--- src/rtl/video_timing_gen.sv ---
// video_timing_gen
//   Source-side video timing generator. Divides clk_sys into a pixel enable,
//   walks the raster with horizontal/vertical counters, requests the next
//   pixel from the framebuffer/renderer and emits registered sync, blank and
//   blanked RGB, all aligned to the same ce_pix boundary.
//
// Ports
//   clk_sys      in   system clock, all logic on posedge
//   reset        in   synchronous, active-high reset (priority over ce_pix)
//   ce_pix       out  pixel enable, one clk_sys pulse every CE_DIV cycles
//   pix_x/pix_y  out  coordinate of the pixel emitted at the next ce_pix
//   pix_rd       out  (pix_x,pix_y) lies inside the active area
//   r/g/b_in     in   colour of (pix_x,pix_y), DW bits per channel
//   hs/vs_out    out  horizontal/vertical sync, active high
//   hb/vb_out    out  horizontal/vertical blank
//   r/g/b_out    out  colour of the current pixel, 0 while blanked
//   frame_start  out  high for the pixel period of (0,0)
module video_timing_gen #(
  parameter int CE_DIV     = 4,
  parameter int H_ACTIVE   = 256,
  parameter int H_FP       = 16,
  parameter int H_SYNC     = 32,
  parameter int H_BP       = 48,
  parameter int V_ACTIVE   = 192,
  parameter int V_FP       = 56,
  parameter int V_SYNC     = 4,
  parameter int V_BP       = 60,
  parameter int HALF_DEPTH = 0,
  localparam int DW        = (HALF_DEPTH != 0) ? 4 : 8
) (
  input  logic          clk_sys,
  input  logic          reset,
  output logic          ce_pix,
  output logic [11:0]   pix_x,
  output logic [11:0]   pix_y,
  output logic          pix_rd,
  input  logic [DW-1:0] r_in,
  input  logic [DW-1:0] g_in,
  input  logic [DW-1:0] b_in,
  output logic          hs_out,
  output logic          vs_out,
  output logic          hb_out,
  output logic          vb_out,
  output logic [DW-1:0] r_out,
  output logic [DW-1:0] g_out,
  output logic [DW-1:0] b_out,
  output logic          frame_start
);

  localparam int H_TOT  = H_ACTIVE + H_FP + H_SYNC + H_BP;
  localparam int V_TOT  = V_ACTIVE + V_FP + V_SYNC + V_BP;
  localparam int HS_BEG = H_ACTIVE + H_FP;
  localparam int HS_END = HS_BEG + H_SYNC;
  localparam int VS_BEG = V_ACTIVE + V_FP;
  localparam int VS_END = VS_BEG + V_SYNC;

  localparam logic [11:0] H_LAST = 12'(H_TOT - 1);
  localparam logic [11:0] V_LAST = 12'(V_TOT - 1);
  localparam logic [7:0]  D_LAST = 8'(CE_DIV - 1);

  logic [7:0]  dcnt;
  logic [11:0] hcnt;
  logic [11:0] vcnt;

  // The fetch coordinate is simply the successor of the current position,
  // so it needs no state of its own and stays stable between pixel enables.
  always_comb begin
    pix_x = (hcnt == H_LAST) ? '0 : hcnt + 12'd1;
    pix_y = vcnt;
    if (hcnt == H_LAST) begin
      pix_y = (vcnt == V_LAST) ? '0 : vcnt + 12'd1;
    end
    pix_rd = (int'(pix_x) < H_ACTIVE) && (int'(pix_y) < V_ACTIVE);
  end

  // On each pixel enable the fetched position becomes the current one; its
  // flags and colour are registered together so every output stays aligned.
  always_ff @(posedge clk_sys) begin
    if (reset) begin
      dcnt        <= '0;
      ce_pix      <= 1'b0;
      hcnt        <= '0;
      vcnt        <= '0;
      hs_out      <= 1'b0;
      vs_out      <= 1'b0;
      hb_out      <= 1'b0;
      vb_out      <= 1'b0;
      r_out       <= '0;
      g_out       <= '0;
      b_out       <= '0;
      frame_start <= 1'b0;
    end else begin
      dcnt   <= (dcnt == D_LAST) ? '0 : dcnt + 8'd1;
      ce_pix <= (dcnt == D_LAST);
      if (ce_pix) begin
        hcnt        <= pix_x;
        vcnt        <= pix_y;
        hb_out      <= int'(pix_x) >= H_ACTIVE;
        hs_out      <= (int'(pix_x) >= HS_BEG) && (int'(pix_x) < HS_END);
        vb_out      <= int'(pix_y) >= V_ACTIVE;
        vs_out      <= (int'(pix_y) >= VS_BEG) && (int'(pix_y) < VS_END);
        frame_start <= (pix_x == '0) && (pix_y == '0);
        r_out       <= pix_rd ? r_in : '0;
        g_out       <= pix_rd ? g_in : '0;
        b_out       <= pix_rd ? b_in : '0;
      end
    end
  end

endmodule

--- config.mk ---
export PLATFORM = sky130hd
export DESIGN_NAME = video_timing_gen
export DESIGN_NICKNAME = d
export VERILOG_FILES = /design/src/rtl/video_timing_gen.sv
export SDC_FILE = /design/constraint.sdc
export NUM_CORES = 1
export LEC_CHECK = 0
export CORE_MARGIN = 2
export CORE_UTILIZATION = 40
export CTS_BUF_LIST = sky130_fd_sc_hd__clkbuf_16
export DETAILED_ROUTE_END_ITERATION = 7
export HOLD_SLACK_MARGIN = 0.06
export PLACE_DENSITY = 0.68
export SYNTH_ARGS = -nofsm -noshare
export SYNTH_HDL_FRONTEND = slang
export SYNTH_SLANG_ARGS = --single-unit
--- constraint.sdc ---
create_clock -name clk_sys -period 3.25 [get_ports clk_sys]
set_clock_uncertainty 0.05 [all_clocks]
set_input_delay 0.65 -clock clk_sys [delete_from_list [all_inputs] [get_ports clk_sys]]
set_output_delay 0.65 -clock clk_sys [all_outputs]
set_load 0.01 [all_outputs]
# Yosys cells after proc, flatten, opt, wreduce, memory -nomap -nowiden
# Cells that the tools add are included.
[word_totals]
output_inout_bits = 55
reg_bits = 62
[classes]
n_reduce_logical = 7
eq_ne = 3
n_mux = 6
add_sub_neg = 3
magnitude_cmp = 8
[ops]
columns = ["cell", "n"]
rows = [
  ["$mux W12", 3],
  ["$add A12 B1 Y12 const B", 2],
  ["$eq A12 B9 Y1 const B", 2],
  ["$ge A12 B8 Y1 const B", 2],
  ["$ge A12 B9 Y1 const B", 2],
  ["$logic_not A12 Y1", 2],
  ["$lt A12 B8 Y1 const B", 2],
  ["$lt A12 B9 Y1 const B", 2],
  ["$mux W8", 3],
  ["$add A8 B1 Y8 const B", 1],
  ["$eq A8 B2 Y1 const B", 1],
  ["$logic_and A1 B1 Y1", 4],
  ["$reduce_or A2 Y1", 1],
]

# Logic depth before layout (Yosys ltp)
# Gate-level depths: netlist of the first run.
[logic_depth]
depth_word = 6
depth_mapped = 11
depth_no_buf = 9

# Worst setup path after synthesis of the first run
# OpenSTA, ideal clock, no wires.
[synth_path]
path_type = "reg2out"
from = "register hcnt[7]"
to = "output port pix_rd"
arrival_time_ns = 2.193
path_buffers = 2
stages_incl_launch_ff = 9
path_slack_ns = 0.357
cell_sequence = "dfxtp_1 > buf_6 > or4b_4 > or4_4 > buf_6 > nor4b_4 > a21oi_2 > and3_4 > and3_2"
[synth_between]
elab_chain_cells = 4
[synth_lines]
columns = ["element", "line_no", "source"]
rows = [
  ["start: declaration", "62", "logic [11:0] hcnt;"],
  ["start signal: assignment", "96", "hcnt <= pix_x;"],
  ["$add A12 B1 Y12 or $eq A12 B9 Y1 (tied branches)", "68, 70", ""],
  ["$mux W12, on equally long branches", "68, 70", ""],
  ["$lt A12 B9 Y1 or $lt A12 B8 Y1 (tied branches)", "73", "pix_rd = (int'(pix_x) < H_ACTIVE) && (int'(pix_y) < V_ACTIVE);"],
  ["$logic_and A1 B1 Y1 (*)", "73", ""],
  ["end: declaration", "36", "output logic pix_rd,"],
]
# Mark *: on every way between the ends. The rest lies on a longest branch, timed or not.

# Worst setup path in the final report of the first run
# Same ends and word-level chain as after synthesis.

==> results of run 1 <==
flip-flops by register name (all words and copies together) (netlist names), 8 cells and up:
name and cells:
b_out 8, hcnt 12, r_out 8, dcnt 8, g_out 8, vcnt 12
cell usage in the layout, fill, tap and decap left out, types with 3 or more instances in the layout:
cell type        count
xnor2_1              6
a21oi_1              6
ha_1                 4
clkinv_2             3
nand2_1             22
nor2_1              50
inv_1                7
dlygate4sd2_1        4
or2_2                3
nor4_1               4
a22o_1              25
and3_1               4
mux2i_1              5
o21ai_0             10
clkdlybuf4s50_1     69
nand3_1             13
nor4b_1              3
clkdlybuf4s15_1      3
dfxtp_1             62
nand4_1              9
buf_4               43
clkbuf_16            9
o21ai_1              3
o31ai_2              3
a211oi_1             6
xor2_1              19
nor3_1              11
stage by stage:
step / TNS (ns) / hold slack (ns) / cell area (µm²) / cells
finish: 0 / 0.402 / 4540 / 565
global placement: 0 / 0.373 / 4160 / 541
floorplan: 0 / 0.363 / 3140 / 347
detailed placement: 0 / 0.383 / 4160 / 541
CTS: -0.146 / 0.399 / 4500 / 562
global route: -0.103 / 0.421 / 4540 / 565
routing by layer:
layer,track usage [%],vias to the layer above
met5,0,-
met4,7.96,0
li1,-,1472
met2,31.6,73
met1,25.3,1374
met3,4.72,15
cell usage after synthesis, types with 3 or more instances:
master,count
a211oi_1,6
nand4_1,9
nor4_1,4
inv_1,7
nor2_1,52
ha_1,4
nand3_1,13
xor2_1,19
nor3_1,11
xnor2_1,7
clkbuf_1,11
mux2i_1,6
a21oi_1,7
a22o_1,25
or2_2,3
o21ai_0,12
buf_6,5
nor4b_1,3
o31ai_1,4
dfxtp_1,62
and3_1,5
nand2_1,22
power by group through the flow:
stage	Sequential [mW]	Clock [mW]	Combinational (mW)
floorplan	0.810	0	0.0819
global placement	0.807	0	0.174
detailed placement	0.808	0	0.176
CTS	0.791	0.886	0.177
global route	0.794	0.924	0.192
finish	0.792	0.866	0.177
worst max path at each step:
| stage | from | to | depth (start not counted) |
|---|---|---|---|
| floorplan | hcnt[7] | pix_rd | 8 |
| global placement | hcnt[5] | pix_rd | 7 |
| detailed placement | hcnt[5] | pix_rd | 7 |
| CTS | hcnt[5] | pix_rd | 8 |
| global route | hcnt[7] | pix_rd | 8 |
| finish | hcnt[7] | pix_rd | 7 |
cell type report:
type                            instances  area share (%)
Multi-Input combinational cell        251            38.2
Sequential cell                        62            27.3
Timing Repair Buffer                  125            24.8
Clock buffer                            9            4.96
Tap cell                              102            2.81
Clock inverter                          7            1.10
Inverter                                9           0.744
cell families after synthesis:
group           count (synthesis)
compound gates                 71
flops                          62
fa+ha+maj                       4
simple gates                  144
mux                             6
buf+inv                        34
xor+xnor                       26
what timing repair did:
item / CTS / global route
setup buffers: 5 / 3
gates resized for setup: 26 / 11
pin swaps: 2 / 3
endpoints found under the hold margin: 0 / 0
cloned: 0 / 0
endpoints found under the setup margin: 10 / 14
==> impl_metrics.json, run 1 <==
{
  "outcome": "complete, no violations",
  "r2r_start": "hcnt[7]",
  "met2_length_um": 4080,
  "clockPowerShare_pct": 47.2,
  "grt_pass1_vias": 2702,
  "async_reset_ff_share_pct": 0,
  "tightest_slew_ns": 1.04,
  "layout-drive-gt1-share_pct": 20.7,
  "initialDrtViolationCount": 154,
  "wl_um": 8380,
  "syn-num-nets": 377,
  "avgRoutedWirePerCell_um": 14.8,
  "gr-usage-all-layers_pct": 19.6,
  "yosysWarnings": 0,
  "cts.hold.buffers_added": 0,
  "critPathKind": "register to output pin",
  "cts_root_buf": "clkbuf_16",
  "vias": 2934,
  "slew_headroom_pct": 30.8,
  "multi_input_comb_area_um2": 1740,
  "die-area_um2": 8580,
  "fin_util_pct": 59.4,
  "cts_buffer_depth": 2,
  "clk_pin_slew_ns": 0.05,
  "syn_to_final_growth_pct": 44.6,
  "synth_largest_area_cell": "dfxtp_1",
  "hold-path-cell-count": 1,
  "synth_top_family_by_area": "simple AND/OR/NAND/NOR gates",
  "synth-compound-area-share_pct": 17.5,
  "min_from": "dcnt[0]",
  "synth_fa_ha_area_share_pct": 1.59,
  "p_per_area_nw_per_um2": 404,
  "power_mw": 1.84,
  "cts.sinks": 62,
  "synth_seq_cells": 62,
  "grt_max_degree": 32,
  "synthXorXnorAreaFrac_pct": 7.25,
  "avgSynthCellArea_um2": 9.05,
  "antenna_found_initial": 0,
  "worstSetupEndpointType": "output pin",
  "setup_viol": 0,
  "synth_mux_area_share_pct": 1.91,
  "comb_power_share_pct": 9.7,
  "rsz0062_at_grt": "yes",
  "p_leak_nw": 1.77,
  "synthDominantCellAreaShare_pct": 39.5,
  "viasPerCell": 5.19,
  "synth_area_leaders": "dfxtp_1 (40%), a22o_1 (7.0%), nor2_1 (6.2%)",
  "p_sw_mw": 0.443,
  "crit_arrival_ns": 2.53,
  "regArea_um2": 1240,
  "required_ns": 2.55,
  "htree_levels": 3,
  "critPathTopFamily": "simple AND/OR/NAND/NOR gates",
  "drc": 0,
  "n_fill_cell": 683,
  "wl_met1_um": 3740,
  "place_worst_setup_slack_ns": 0.0464,
  "grt_pass1_wl_um": 13300,
  "fp-row-count": 32,
  "io_pins": 81,
  "die_w_um": 92.6,
  "maxCapViolCount": 0,
  "gp_congestion": 0.843,
  "timing.final.crit_share_pct": 99.4,
  "ys_types": 63,
  "post-route-min-period_ns": 3.23,
  "max_freq_ghz": 0.310,
  "ys_seq_area_share_pct": 39.5,
  "syn_area_um2": 3140,
  "crit_path_max_fanout": 6,
  "peakVddDrop_v": 0.000345,
  "synth_ff_type": "dfxtp_1",
  "p_sw_share_pct": 24.1,
  "firstDrtPassIters": 4,
  "cp_cell_sequence": "or4b_4, or4_4, nor4b_4, a21oi_2, and3_4, and3_2, clkbuf_2",
  "pwr-share-seq_pct": 43.1,
  "initial_utilization_pct": 41.1,
  "cts_tree": "built",
  "startpoint_type": "register",
  "crit_slowest_cell": "or4b_4",
  "rrSetupSlack_ns": 0.51,
  "coreArea_um2": 7650,
  "overflow": 0,
  "synth-simple-area-share_pct": 25.2,
  "die_y_um": 92.6,
  "top_layer_used": "met4",
  "critPathMaxStageDelay_ns": 0.57,
  "clk_latency_ns": 0.32,
  "cp.buffers_inverters": 1,
  "wl_met3_um": 376,
  "min_path_type": "register to register",
  "synth_edf_count": 0,
  "cell_internal_pwr_mw": 1.39,
  "diodes": 0,
  "reg2regPathDepth": 9,
  "reg2reg_to": "vs_out",
  "syn_inst": 347,
  "hpwlAfterDp_um": 5850,
  "portBuffers": 80,
  "holdPathEnd": "dcnt[0]",
  "maxSlewViolCount": 0,
  "finalHoldViolations": 0,
  "nNetsFinal": 488,
  "cts_buffers": 9,
  "drtAntennaViolNets": 0,
  "fin_ws_ns": 0.0206
}
(Power assumes the default switching activity.)
==> run 2, diff against run 1 <==
- ABC_AREA: not set -> 0
- HOLD_SLACK_MARGIN: 0.06 -> not set
==> results of run 2 <==
Same layout as run 1: the final DEF is identical, and so are final timing and power.
==> run 3, diff against run 2 <==
- SLEW_MARGIN: not set -> 30
==> run 3 against run 2 <==
- the run now ends with negative setup slack left
- hold slack got worse by 0.0074 ns
- cell area rose by 1.9%
- worst setup slack got worse by 0.022 ns
- non-clock buffer count rose by 5
- sequential power barely moved
- flip-flop and latch count did not move
- sequential share of layout area fell by 0.48 points
- clock-buffer cell count did not move
- register-to-register slack got worse by 0.06 ns
- critical path type unchanged
- largest cell class unchanged
- highest routed layer unchanged
==> impl_metrics.json, run 3 (synthesis gave the netlist of run 1 again) <==
{
  "outcome": "finished with violations",
  "failed_checks": "negative setup slack",
  "startpoint_type": "register",
  "p_sw_mw": 0.450,
  "die_w_um": 92.6,
  "final_cell_mix": "clkdlybuf4s50_1 (69), dfxtp_1 (61), nor2_1 (50)",
  "instances_no_fill": 570,
  "viasPerCell": 5.23,
  "setup-tns-final_ns": -0.00143,
  "p_leak_nw": 1.87,
  "drc": 0,
  "pwr-share-seq_pct": 42.8,
  "clk_latency_ns": 0.33,
  "final_common_cell": "clkdlybuf4s50_1",
  "grt_pass1_vias": 2668,
  "required_ns": 2.55,
  "crit_arrival_ns": 2.55,
  "diodes": 0,
  "cts_tree": "built",
  "initialDrtViolationCount": 163,
  "initial_utilization_pct": 41.1,
  "min_path_type": "register to register",
  "finalHoldViolations": 0,
  "die_y_um": 92.6,
  "firstDrtPassIters": 4,
  "die-area_um2": 8580,
  "reg_top3": "hcnt: 12 flops, vcnt: 12 flops",
  "cts_buffer_depth": 2,
  "p_sw_share_pct": 24.4,
  "cell_internal_pwr_mw": 1.40,
  "setup_viol": 1,
  "cp_cell_sequence": "or4b_4, or4_4, buf_6, a21oi_1, nor2_1, a31oi_4, and3_4, buf_6",
  "comb_power_share_pct": 10.0,
  "drtAntennaViolNets": 0,
  "clockPowerShare_pct": 47.2,
  "max_freq_ghz": 0.308,
  "p_per_area_nw_per_um2": 399,
  "place_inst": 541,
  "antenna_found_initial": 0,
  "overflow": 0,
  "wl_um": 8400,
  "hpwlAfterDp_um": 5890,
  "grt_pass1_wl_um": 13100,
  "coreArea_um2": 7650,
  "timing.final.crit_share_pct": 100,
  "hold-path-cell-count": 1,
  "clk_pin_slew_ns": 0.06,
  "gp_congestion": 0.843,
  "avgRoutedWirePerCell_um": 14.7,
  "cts_buffers": 9,
  "slew_headroom_pct": 50.7,
  "reg2regPathDepth": 9,
  "vias": 2983,
  "tightest_slew_ns": 0.729,
  "htree_levels": 3,
  "critPathTopFamily": "simple AND/OR/NAND/NOR gates",
  "peakVddDrop_v": 0.000331,
  "fp-row-count": 32,
  "rsz0062_at_grt": "yes",
  "layout-drive-gt1-share_pct": 22.6,
  "io_pins": 81,
  "critPathMaxStageDelay_ns": 0.56,
  "portBuffers": 80,
  "cts_root_buf": "clkbuf_16",
  "fin_ws_ns": -0.00143,
  "n_fill_cell": 656,
  "crit_path_max_fanout": 5,
  "cts.sinks": 62,
  "cp.buffers_inverters": 2,
  "grt_max_degree": 32,
  "post-route-min-period_ns": 3.25,
  "syn_to_final_growth_pct": 47.4,
  "gr-usage-all-layers_pct": 19.3,
  "nNetsFinal": 493,
  "worst-path-stages": 8,
  "maxSlewViolCount": 0,
  "crit_slowest_cell": "or4b_4",
  "critPathKind": "register to output pin",
  "worstSetupEndpointType": "output pin",
  "timing.critical_path.mode_cell": "buf_6",
  "maxCapViolCount": 0
}
-- run 3: cell types whose count changed in the layout (fill, tap and decap cells not counted), sizes merged --
cell           previous run  this run
dlymetal6s2s              1         5
dlygate4sd2               4         0
clkbuf                   11        10
buf                      46        53
clkdlybuf4s15             3         2
-- run 3: worst paths after layout --
check                           startpoint       end  slack (ns)
worst max register to register     hcnt[7]  b_out[3]        0.45
worst min-delay path               dcnt[0]   dcnt[0]        0.39
worst max-delay path               hcnt[7]    pix_rd      -0.001
worst min register to register     dcnt[0]   dcnt[0]        0.39
-- run 3: routing by layer --
metal  GRT usage (%)  vias to the layer above  wire length, µm
met3            3.66                        8              375
met5               0                        -                0
met2            31.7                       81             4130
met1            25.2                     1408             3780
met4            7.09                        0              121
li1                -                     1486                -
-- run 3: power by group through the flow --
stage / Sequential (mW) / Clock, mW / Combinational (mW)
after floorplan: 0.810 / 0 / 0.0819
after global placement: 0.807 / 0 / 0.174
after detailed placement: 0.808 / 0 / 0.177
after CTS: 0.791 / 0.888 / 0.178
after global routing: 0.794 / 0.920 / 0.200
final: 0.792 / 0.872 / 0.184
-- run 3: cell type report --
class                           instances  area (µm²)  share of cell area, %
Tap cell                              102         128                   2.76
Inverter                                9        33.8                  0.730
Clock buffer                            9         225                   4.87
Sequential cell                        62        1240                   26.8
Clock inverter                          7        50.0                   1.08
Multi-Input combinational cell        251        1760                   37.9
Timing Repair Buffer                  130        1190                   25.8
-- run 3: worst reg2reg max path, cell delays in order, from the launching register on --
cell	delay, ns
dfxtp_2	0.32
or4b_4	0.56
or4_4	0.50
buf_6	0.15
a21oi_1	0.15
nor2_1	0.09
a31oi_4	0.16
buf_4	0.17
and4_4	0.39
a22o_1	0.20
-- run 3: metrics by stage --
stage	util (%)	hold WS, ns	power, mW	area, µm²	worst slack [ns]
6_report	60.5	0.395	1.85	4630	-0.00143
5_1_grt	60.5	0.415	1.91	4630	-0.0734
4_1_cts	58.6	0.399	1.86	4480	-0.193
3_5_place_dp	54.4	0.389	0.985	4160	0.0443
3_3_place_gp	54.4	0.373	0.981	4160	0.0769
2_1_floorplan	-	0.363	0.892	3140	0.357
-- run 3: what timing repair did --
item,CTS,global route
hold endpoints to repair,0,0
hold buffers,0,0
setup endpoints to repair,10,15
setup buffers,5,9
pin swaps,3,7
gates resized for setup,18,33
